File: config.mk
export PLATFORM = sky130hd
export DESIGN_NAME = layer_rom_arbiter
export DESIGN_NICKNAME = d
export VERILOG_FILES = /design/src/rtl/layer_pkg.sv /design/src/rtl/rom_req_slot.sv /design/src/rtl/layer_rom_arbiter.sv
export SDC_FILE = /design/constraint.sdc
export NUM_CORES = 1
export LEC_CHECK = 0
export CAP_MARGIN = 20
export CORE_MARGIN = 3
export CORE_UTILIZATION = 40
export DETAILED_ROUTE_END_ITERATION = 7
export PLACE_DENSITY_LB_ADDON = 0.12
export SYNTH_ARGS = -nofsm -noshare
export SYNTH_HDL_FRONTEND = slang
export SYNTH_SLANG_ARGS = --single-unit
File: constraint.sdc
create_clock -name CLK_32M -period 4.95 [get_ports CLK_32M]
set_input_delay 1.485 -clock CLK_32M [delete_from_list [all_inputs] [get_ports CLK_32M]]
set_output_delay 1.485 -clock CLK_32M [all_outputs]
set_load 0.005 [all_outputs]
File: src/rtl/layer_pkg.sv
// rtl/layer_pkg.sv - shared types and widths for the layer ROM arbiter
package layer_pkg;

  localparam int WORD_W      = 32;
  localparam int TILE_ADDR_W = 20;

  typedef enum logic {
    CLI_A = 1'b0,
    CLI_B = 1'b1
  } client_e;

  typedef enum logic {
    ST_IDLE = 1'b0,
    ST_BUSY = 1'b1
  } state_e;

  // The client that gets priority after c has been served
  function automatic client_e other_client(input client_e c);
    return (c == CLI_A) ? CLI_B : CLI_A;
  endfunction

endpackage

File: src/rtl/rom_req_slot.sv
// rtl/rom_req_slot.sv - per-layer pending request, address, stale and overrun tracking
module rom_req_slot
  import layer_pkg::*;
(
  input  logic                   i_clk,
  input  logic                   i_rst_n,
  input  logic                   i_req,
  input  logic [TILE_ADDR_W-1:0] i_addr,
  input  logic                   i_issue,
  input  logic                   i_owner_busy,
  output logic                   o_pend,
  output logic [TILE_ADDR_W-1:0] o_addr,
  output logic                   o_stale_now,
  output logic                   o_overrun
);

  logic                   r_pend;
  logic [TILE_ADDR_W-1:0] r_addr;
  logic                   r_stale;
  logic                   r_overrun;

  // Capture the latest request; the issue clears pend unless a new request lands on the same edge
  always_ff @(posedge i_clk or negedge i_rst_n) begin
    if (!i_rst_n) begin
      r_pend    <= 1'b0;
      r_addr    <= '0;
      r_stale   <= 1'b0;
      r_overrun <= 1'b0;
    end else begin
      r_overrun <= i_req && r_pend && !i_issue;
      if (i_req) begin
        r_pend <= 1'b1;
        r_addr <= i_addr;
      end else if (i_issue) begin
        r_pend <= 1'b0;
      end
      if (i_issue) begin
        r_stale <= 1'b0;
      end else if (i_req && i_owner_busy) begin
        r_stale <= 1'b1;
      end
    end
  end

  // A request arriving on the ack edge already supersedes the transfer completing on it
  assign o_stale_now = r_stale | (i_req & i_owner_busy);
  assign o_pend      = r_pend;
  assign o_addr      = r_addr;
  assign o_overrun   = r_overrun;

endmodule

File: src/rtl/layer_rom_arbiter.sv
// rtl/layer_rom_arbiter.sv - round-robin arbiter of two tilemap layers onto one SDRAM read port
module layer_rom_arbiter
  import layer_pkg::*;
#(
  parameter int                ADDR_W = 25,
  parameter logic [ADDR_W-1:0] A_BASE = 25'h0000000,
  parameter logic [ADDR_W-1:0] B_BASE = 25'h0100000
) (
  input  logic                   CLK_32M,
  input  logic                   RESET_N,
  input  logic                   a_req,
  input  logic [TILE_ADDR_W-1:0] a_addr,
  output logic [WORD_W-1:0]      a_data,
  output logic                   a_rdy,
  input  logic                   b_req,
  input  logic [TILE_ADDR_W-1:0] b_addr,
  output logic [WORD_W-1:0]      b_data,
  output logic                   b_rdy,
  output logic [ADDR_W-1:0]      mem_addr,
  output logic                   mem_req,
  input  logic                   mem_ack,
  input  logic [WORD_W-1:0]      mem_data,
  output logic                   a_overrun,
  output logic                   b_overrun
);

  state_e                 r_state;
  state_e                 w_state_nxt;
  client_e                r_owner;
  client_e                r_rr;
  logic                   r_mem_req;
  logic [ADDR_W-1:0]      r_mem_addr;
  logic [WORD_W-1:0]      r_a_data;
  logic [WORD_W-1:0]      r_b_data;
  logic                   r_a_rdy;
  logic                   r_b_rdy;

  logic                   w_pend_a;
  logic                   w_pend_b;
  logic [TILE_ADDR_W-1:0] w_addr_a;
  logic [TILE_ADDR_W-1:0] w_addr_b;
  logic                   w_stale_now_a;
  logic                   w_stale_now_b;
  logic                   w_issue_a;
  logic                   w_issue_b;
  logic                   w_done;
  logic                   w_deliver_a;
  logic                   w_deliver_b;
  logic                   w_owner_busy_a;
  logic                   w_owner_busy_b;
  logic [ADDR_W-1:0]      w_byte_a;
  logic [ADDR_W-1:0]      w_byte_b;

  assign w_owner_busy_a = (r_state == ST_BUSY) && (r_owner == CLI_A);
  assign w_owner_busy_b = (r_state == ST_BUSY) && (r_owner == CLI_B);

  rom_req_slot u_slot_a (
    .i_clk        (CLK_32M),
    .i_rst_n      (RESET_N),
    .i_req        (a_req),
    .i_addr       (a_addr),
    .i_issue      (w_issue_a),
    .i_owner_busy (w_owner_busy_a),
    .o_pend       (w_pend_a),
    .o_addr       (w_addr_a),
    .o_stale_now  (w_stale_now_a),
    .o_overrun    (a_overrun)
  );

  rom_req_slot u_slot_b (
    .i_clk        (CLK_32M),
    .i_rst_n      (RESET_N),
    .i_req        (b_req),
    .i_addr       (b_addr),
    .i_issue      (w_issue_b),
    .i_owner_busy (w_owner_busy_b),
    .o_pend       (w_pend_b),
    .o_addr       (w_addr_b),
    .o_stale_now  (w_stale_now_b),
    .o_overrun    (b_overrun)
  );

  // Word address to byte address; wraps silently at 2^ADDR_W
  assign w_byte_a = A_BASE + ADDR_W'({w_addr_a, 2'b00});
  assign w_byte_b = B_BASE + ADDR_W'({w_addr_b, 2'b00});

  // FSM state register
  always_ff @(posedge CLK_32M or negedge RESET_N) begin
    if (!RESET_N) begin
      r_state <= ST_IDLE;
    end else begin
      r_state <= w_state_nxt;
    end
  end

  // Next state: pick a client in IDLE, wait for the ack in BUSY and decide whether to deliver
  always_comb begin
    w_state_nxt = r_state;
    w_issue_a   = 1'b0;
    w_issue_b   = 1'b0;
    w_done      = 1'b0;
    w_deliver_a = 1'b0;
    w_deliver_b = 1'b0;
    case (r_state)
      ST_IDLE: begin
        if (w_pend_a && (!w_pend_b || (r_rr == CLI_A))) begin
          w_issue_a   = 1'b1;
          w_state_nxt = ST_BUSY;
        end else if (w_pend_b) begin
          w_issue_b   = 1'b1;
          w_state_nxt = ST_BUSY;
        end
      end
      ST_BUSY: begin
        if (mem_ack) begin
          w_done      = 1'b1;
          w_state_nxt = ST_IDLE;
          if (r_owner == CLI_A) begin
            w_deliver_a = !w_stale_now_a;
          end else begin
            w_deliver_b = !w_stale_now_b;
          end
        end
      end
      default: w_state_nxt = ST_IDLE;
    endcase
  end

  // Memory request, ownership, round-robin pointer and returned data
  always_ff @(posedge CLK_32M or negedge RESET_N) begin
    if (!RESET_N) begin
      r_mem_req  <= 1'b0;
      r_mem_addr <= '0;
      r_owner    <= CLI_A;
      r_rr       <= CLI_A;
      r_a_data   <= '0;
      r_b_data   <= '0;
      r_a_rdy    <= 1'b0;
      r_b_rdy    <= 1'b0;
    end else begin
      r_a_rdy <= w_deliver_a;
      r_b_rdy <= w_deliver_b;
      if (w_deliver_a) begin
        r_a_data <= mem_data;
      end
      if (w_deliver_b) begin
        r_b_data <= mem_data;
      end
      if (w_issue_a) begin
        r_mem_req  <= 1'b1;
        r_mem_addr <= w_byte_a;
        r_owner    <= CLI_A;
      end else if (w_issue_b) begin
        r_mem_req  <= 1'b1;
        r_mem_addr <= w_byte_b;
        r_owner    <= CLI_B;
      end else if (w_done) begin
        r_mem_req <= 1'b0;
        r_rr      <= other_client(r_owner);
      end
    end
  end

  assign mem_req  = r_mem_req;
  assign mem_addr = r_mem_addr;
  assign a_data   = r_a_data;
  assign b_data   = r_b_data;
  assign a_rdy    = r_a_rdy;
  assign b_rdy    = r_b_rdy;

endmodule

Yosys cells after proc, flatten, opt, wreduce, memory -nomap -nowiden
Index checks and enable logic that the tools add are counted.
Operators by class
  mux-type cells: 32
  order comparisons: 0
  add/subtract/negate cells: 1
  shift operators: 0
  div/mod/pow operators: 0
  bitwise gates (word level): 9
  equality and inequality tests: 0
  multiply operators: 0
  reduce and logical (&&, ||, !) cells: 22
Operators by type and width (number)
  two-way mux 25 bit: 2
  two-way mux 1 bit: 29
  adder 21 x 22 -> 23 bit (first input constant): 1
  nonzero test 2 bit: 5
  logical AND 1 bit: 9
  zero test 1 bit: 5
  NOT 1 bit: 5
  AND reduction 3 bit: 1
  nonzero test 3 bit: 1
  bitwise AND 1 bit: 2
  OR 1 bit: 2
  case mux 1 bit (2 select lines): 1
  logical OR 1 bit: 1
Storage, ports and cells
  RAM bits: 0
  bits in latches: 0
  ROM bits: 0
  register bits: 141
  memories: 0
  bits of input ports: 77

Depth between registers and ports, before layout
  word-level depth: 8
  gate-level depth with buffers: 5
  depth with buffers taken out: 3

Modules after synthesis
A second synthesis with hierarchy kept.
Second synthesis, totals
  cells, all modules: 387
  area total of the unflattened synthesis: 5535.3 um^2
By module, submodules not included
  layer_rom_arbiter: area an instance 3823.7 um^2, times used 1, sequential area each 2277.2 um^2, cells each 287
  rom_req_slot: area an instance 855.8 um^2, times used 2, sequential area each 575.6 um^2, cells each 50

Worst setup path after synthesis
Ideal clock, no wire load.
  path type: input to register
  from: input a_req
  to: register r_a_data[22], in the netlist a_data[22]
  required time: 4825 ps
  setup time: 125 ps
  setup slack: 2086 ps
  stages on the path: 5
  arrival time: 2739 ps
  path through: clkbuf_1 > or4_1 > buf_6 > buf_8 > mux2_4
Between the ends
  word-level cells in the longest chain between the ends: 6
RTL lines
  start: declaration: line layer_rom_arbiter.sv:11  | input logic a_req,
  bitwise AND 1 bit: line rom_req_slot.sv:46  | assign o_stale_now = r_stale | (i_req & i_owner_busy);
  OR 1 bit: line rom_req_slot.sv:46
  zero test 1 bit: line layer_rom_arbiter.sv:119  | w_deliver_a = !w_stale_now_a;
  two-way mux 1 bit: line layer_rom_arbiter.sv:118  | if (r_owner == CLI_A) begin
  two-way mux 1 bit: line layer_rom_arbiter.sv:115  | if (mem_ack) begin
  two-way mux 1 bit: line layer_rom_arbiter.sv:104  | case (r_state)
  end signal: assignment: line layer_rom_arbiter.sv:144  | r_a_data <= mem_data;
  end: declaration: line layer_rom_arbiter.sv:33  | logic [WORD_W-1:0] r_a_data;
No other way between the ends.
A chain may end at the register's enable or synchronous reset.

Worst setup path in the final report
  from: input mem_ack
  to: register r_b_data[25], in the netlist b_data[25]
Between the ends
  word-level cells in the longest chain between the ends: 2
RTL lines
  start: declaration: line layer_rom_arbiter.sv:21  | input logic mem_ack,
  two-way mux 1 bit: line layer_rom_arbiter.sv:115
  two-way mux 1 bit: line layer_rom_arbiter.sv:104
  end signal: assignment: line layer_rom_arbiter.sv:147  | r_b_data <= mem_data;
  end: declaration: line layer_rom_arbiter.sv:34  | logic [WORD_W-1:0] r_b_data;
No other way between the ends.

==> results by group <==
Synthesis
  • Post-synth ARST share: 100%
  • Ys Warns: 0
  • Top cells by count, synth: 137 x dfrtp_1, 58 x mux2_4, 45 x mux2_2
  • Ys flop type: dfrtp_1
  • Sequential area share after synthesis: 62.0%
  • Syn_area_per_cell: 16.5 um^2
  • Largest cells by area after synthesis: dfrtp_1 62%, mux2_4 16%, mux2_2 9.2%
  • Synth Register Bits: 137
  • Yosys cell types: 29
  • Synth area leader: dfrtp_1
  • Cells after synthesis: 336
  • EDFF count, synth: 0
  • Cell Area, Synth: 5530 um^2
  • Synth top area share: 62.0%
  • Most frequent cell after synthesis: dfrtp_1

Global routing
  • Total GRT Usage: 16.9%
  • Congestion Overflow GR: 0
  • Initial antenna violation count: 0
  • Largest net degree at the start of global routing: 116
  • Vias in the first global route: 3662
  • Global-route wire length before repair: 19600 um

Timing
  • Final min period: 3180 ps
  • Setup_tns: 0 ps
  • Slew at the pin with the worst max-slew slack: 1050 ps
  • Finish-stage setup viols: 0
  • Max Freq: 314 MHz
  • Max-slew headroom: 29.8%
  • Clock skew: 6.25 ps
  • Final period util: 64.3%
  • Slew Limit Fails: 0
  • Final-report hold violation count: 0
  • Unrepaired setup endpoints after global routing: false
  • Worst hold slack: 483 ps

Final layout
  • Layout cells sized above 1: 27.9%
  • ANT cells: 0
  • Multi-input logic area: 1910 um^2
  • Nets: 584
  • Register area: 3430 um^2
  • Filler instances: 1046
  • Synth-to-layout area growth: 43.4%

Drt
  • DR iter-0 viols: 138
  • Routed Antenna Nets: 0
  • Drt first pass iters: 4
  • Drc violations: 0
  • Wire per inst: 17.9 um
  • Vias/cell: 4.92
  • Final Routed Wirelength: 12500 um
  • Vias after detailed routing: 3420

Setup path
  • CP startpoint kind: primary input
  • Crit-path max cell delay: 820 ps
  • Cell Chain, Critical Path: clkdlybuf4s50_1 -> nand2_2 -> or4_2 -> buf_12 -> mux2_4
  • Worst Path Max Fanout: 23
  • Crit Path Category: in -> reg
  • Worst path slowest cell: or4_2
  • Critical Path RT: 5240 ps
  • Crit. End Element: flip-flop
  • WP data arrival: 3470 ps

Power
  • Total Power: 0.00441 W
  • VDD IR-drop max: 269 uV
  • Pwr per Cell Area: 556 nW/um^2
  • Leakage: 3.61 nW

Min path
  • Hold Crit Class: reg -> reg

Die
  • Die Span Y: 124 um
  • Die area: 15300 um^2
  • Cell row count: 42
  • Die X: 124 um
  • Initial Utilization: 41.3%
  • Io pins: 171
  • Core area: 13400 um^2

Clock network
  • Clock latency on the worst-skew pair: 410 ps
  • H-tree lvl count: 4
  • Worst-path clk slew: 60 ps
  • Post-cts resize count: 0
  • Clk sinks: 137
  • CTS tree: done
  • CTS Buf Count: 17
  • Cts hold-fix bufs: 0
  • Clk buf depth: 2
  • Root Buffer Master: clkbuf_16
  • Postcts setup bufs: 0

Place
  • GPL Wtd Cong: 0.700
  • IO Port Bufs: 166
  • HPWL Detailed: 8060 um

Flow run
  • Max_cap viols: 0

Status
  • Outcome: complete, no violations
-- worst paths after layout --
| path | start | to | slack, ps | depth (start not counted) |
|---|---|---|---|---|
| setup / recovery | mem_ack | b_data[25]$_DFFE_PN0P_ | 1770 | 5 |
| hold / removal | mem_req$_DFFE_PN0P_ | mem_req$_DFFE_PN0P_ | 480 | 2 |
| setup reg to reg | r_state$_DFF_PN0_ | b_data[25]$_DFFE_PN0P_ | 2720 | 4 |
| hold reg to reg | mem_req$_DFFE_PN0P_ | mem_req$_DFFE_PN0P_ | 480 | 2 |
| max in group asynchronous | RESET_N | u_slot_a.o_addr[4]$_DFFE_PN0P_ | 2900 | 3 |
| min in group asynchronous | RESET_N | a_data[4]$_DFFE_PN0P_ | 980 | 1 |
-- worst max-delay path: cells and delay by family --
family	cells	cell delay, ps
simple gates	2	910
buf+inv	2	750
mux	1	310
-- flip-flops by register name (all words and copies together), names as in the netlist, 20 cells and up --
name	cells
u_slot_b.o_addr	20
u_slot_a.o_addr	20
a_data	32
b_data	32
mem_addr	21
-- cell usage in the layout, fill, tap and decap left out, drive strengths merged --
cell | synthesis | routed
nor2 | 2 | 2
nand2 | 6 | 6
buf | 12 | 7
and2 | 19 | 19
ha | 1 | 1
a211o | 1 | 1
inv | 5 | 5
o21bai | 1 | 1
conb | 1 | 4
a211oi | 1 | 1
and3 | 2 | 2
a22o | 1 | 1
mux2 | 103 | 103
and2b | 1 | 1
clkinv | 0 | 4
a32o | 2 | 2
o21ai | 3 | 3
clkdlybuf4s50 | 0 | 165
or4 | 2 | 2
bufinv | 0 | 2
a21o | 2 | 2
o31a | 1 | 1
a221o | 19 | 19
dfrtp | 137 | 137
clkinvlp | 0 | 1
clkbuf | 12 | 25
o21a | 1 | 1
o221ai | 1 | 1
-- routing by layer --
metal	vias to the layer above	wire [um]	global-route usage, %
met2	129	5740	24.6
met3	13	1140	7.18
li1	1535	-	-
met1	1743	5420	22.3
met4	0	159	6.92
met5	-	0	0
-- logic make-up (layout without fill, tap and decap cells) --
group / count (synthesis) / after routing / share of synthesized area, %
muxes: 103 / 103 / 24.9
and+or+nand+nor: 32 / 32 / 3.37
adders and majority gates: 1 / 1 / 0.226
AOI/OAI and AO/OA: 33 / 33 / 5.38
other: 1 / 4 / 0.0678
buffers and inverters: 29 / 209 / 4.09
DFF: 137 / 137 / 62.0
-- area by class of cell --
| type | count | area share (%) |
|---|---|---|
| Multi-Input combinational cell | 173 | 24.1 |
| Timing Repair Buffer | 172 | 22.1 |
| Clock inverter | 7 | 1.10 |
| Clock buffer | 25 | 6.50 |
| Sequential cell | 137 | 43.2 |
| Inverter | 5 | 0.237 |
| Tap cell | 176 | 2.78 |
-- power breakdown --
group	total, W	switching [W]	internal [W]
clock	0.00127	0.000449	0.000819
sequential	0.00172	0.000220	0.00150
combinational	0.00143	0.000391	0.00104
total	0.00441	0.00106	0.00335
-- through the flow --
step,worst slack (ps),std cells,cell area (um^2),utilization (%)
2_1_floorplan,2090,339,5540,-
3_3_place_gp,1150,660,7260,54.2
3_5_place_dp,1160,660,7260,54.2
4_1_cts,1600,692,7860,58.7
5_1_grt,1720,695,7930,59.2
6_report,1770,695,7930,59.2
(Power assumes the default switching activity.)
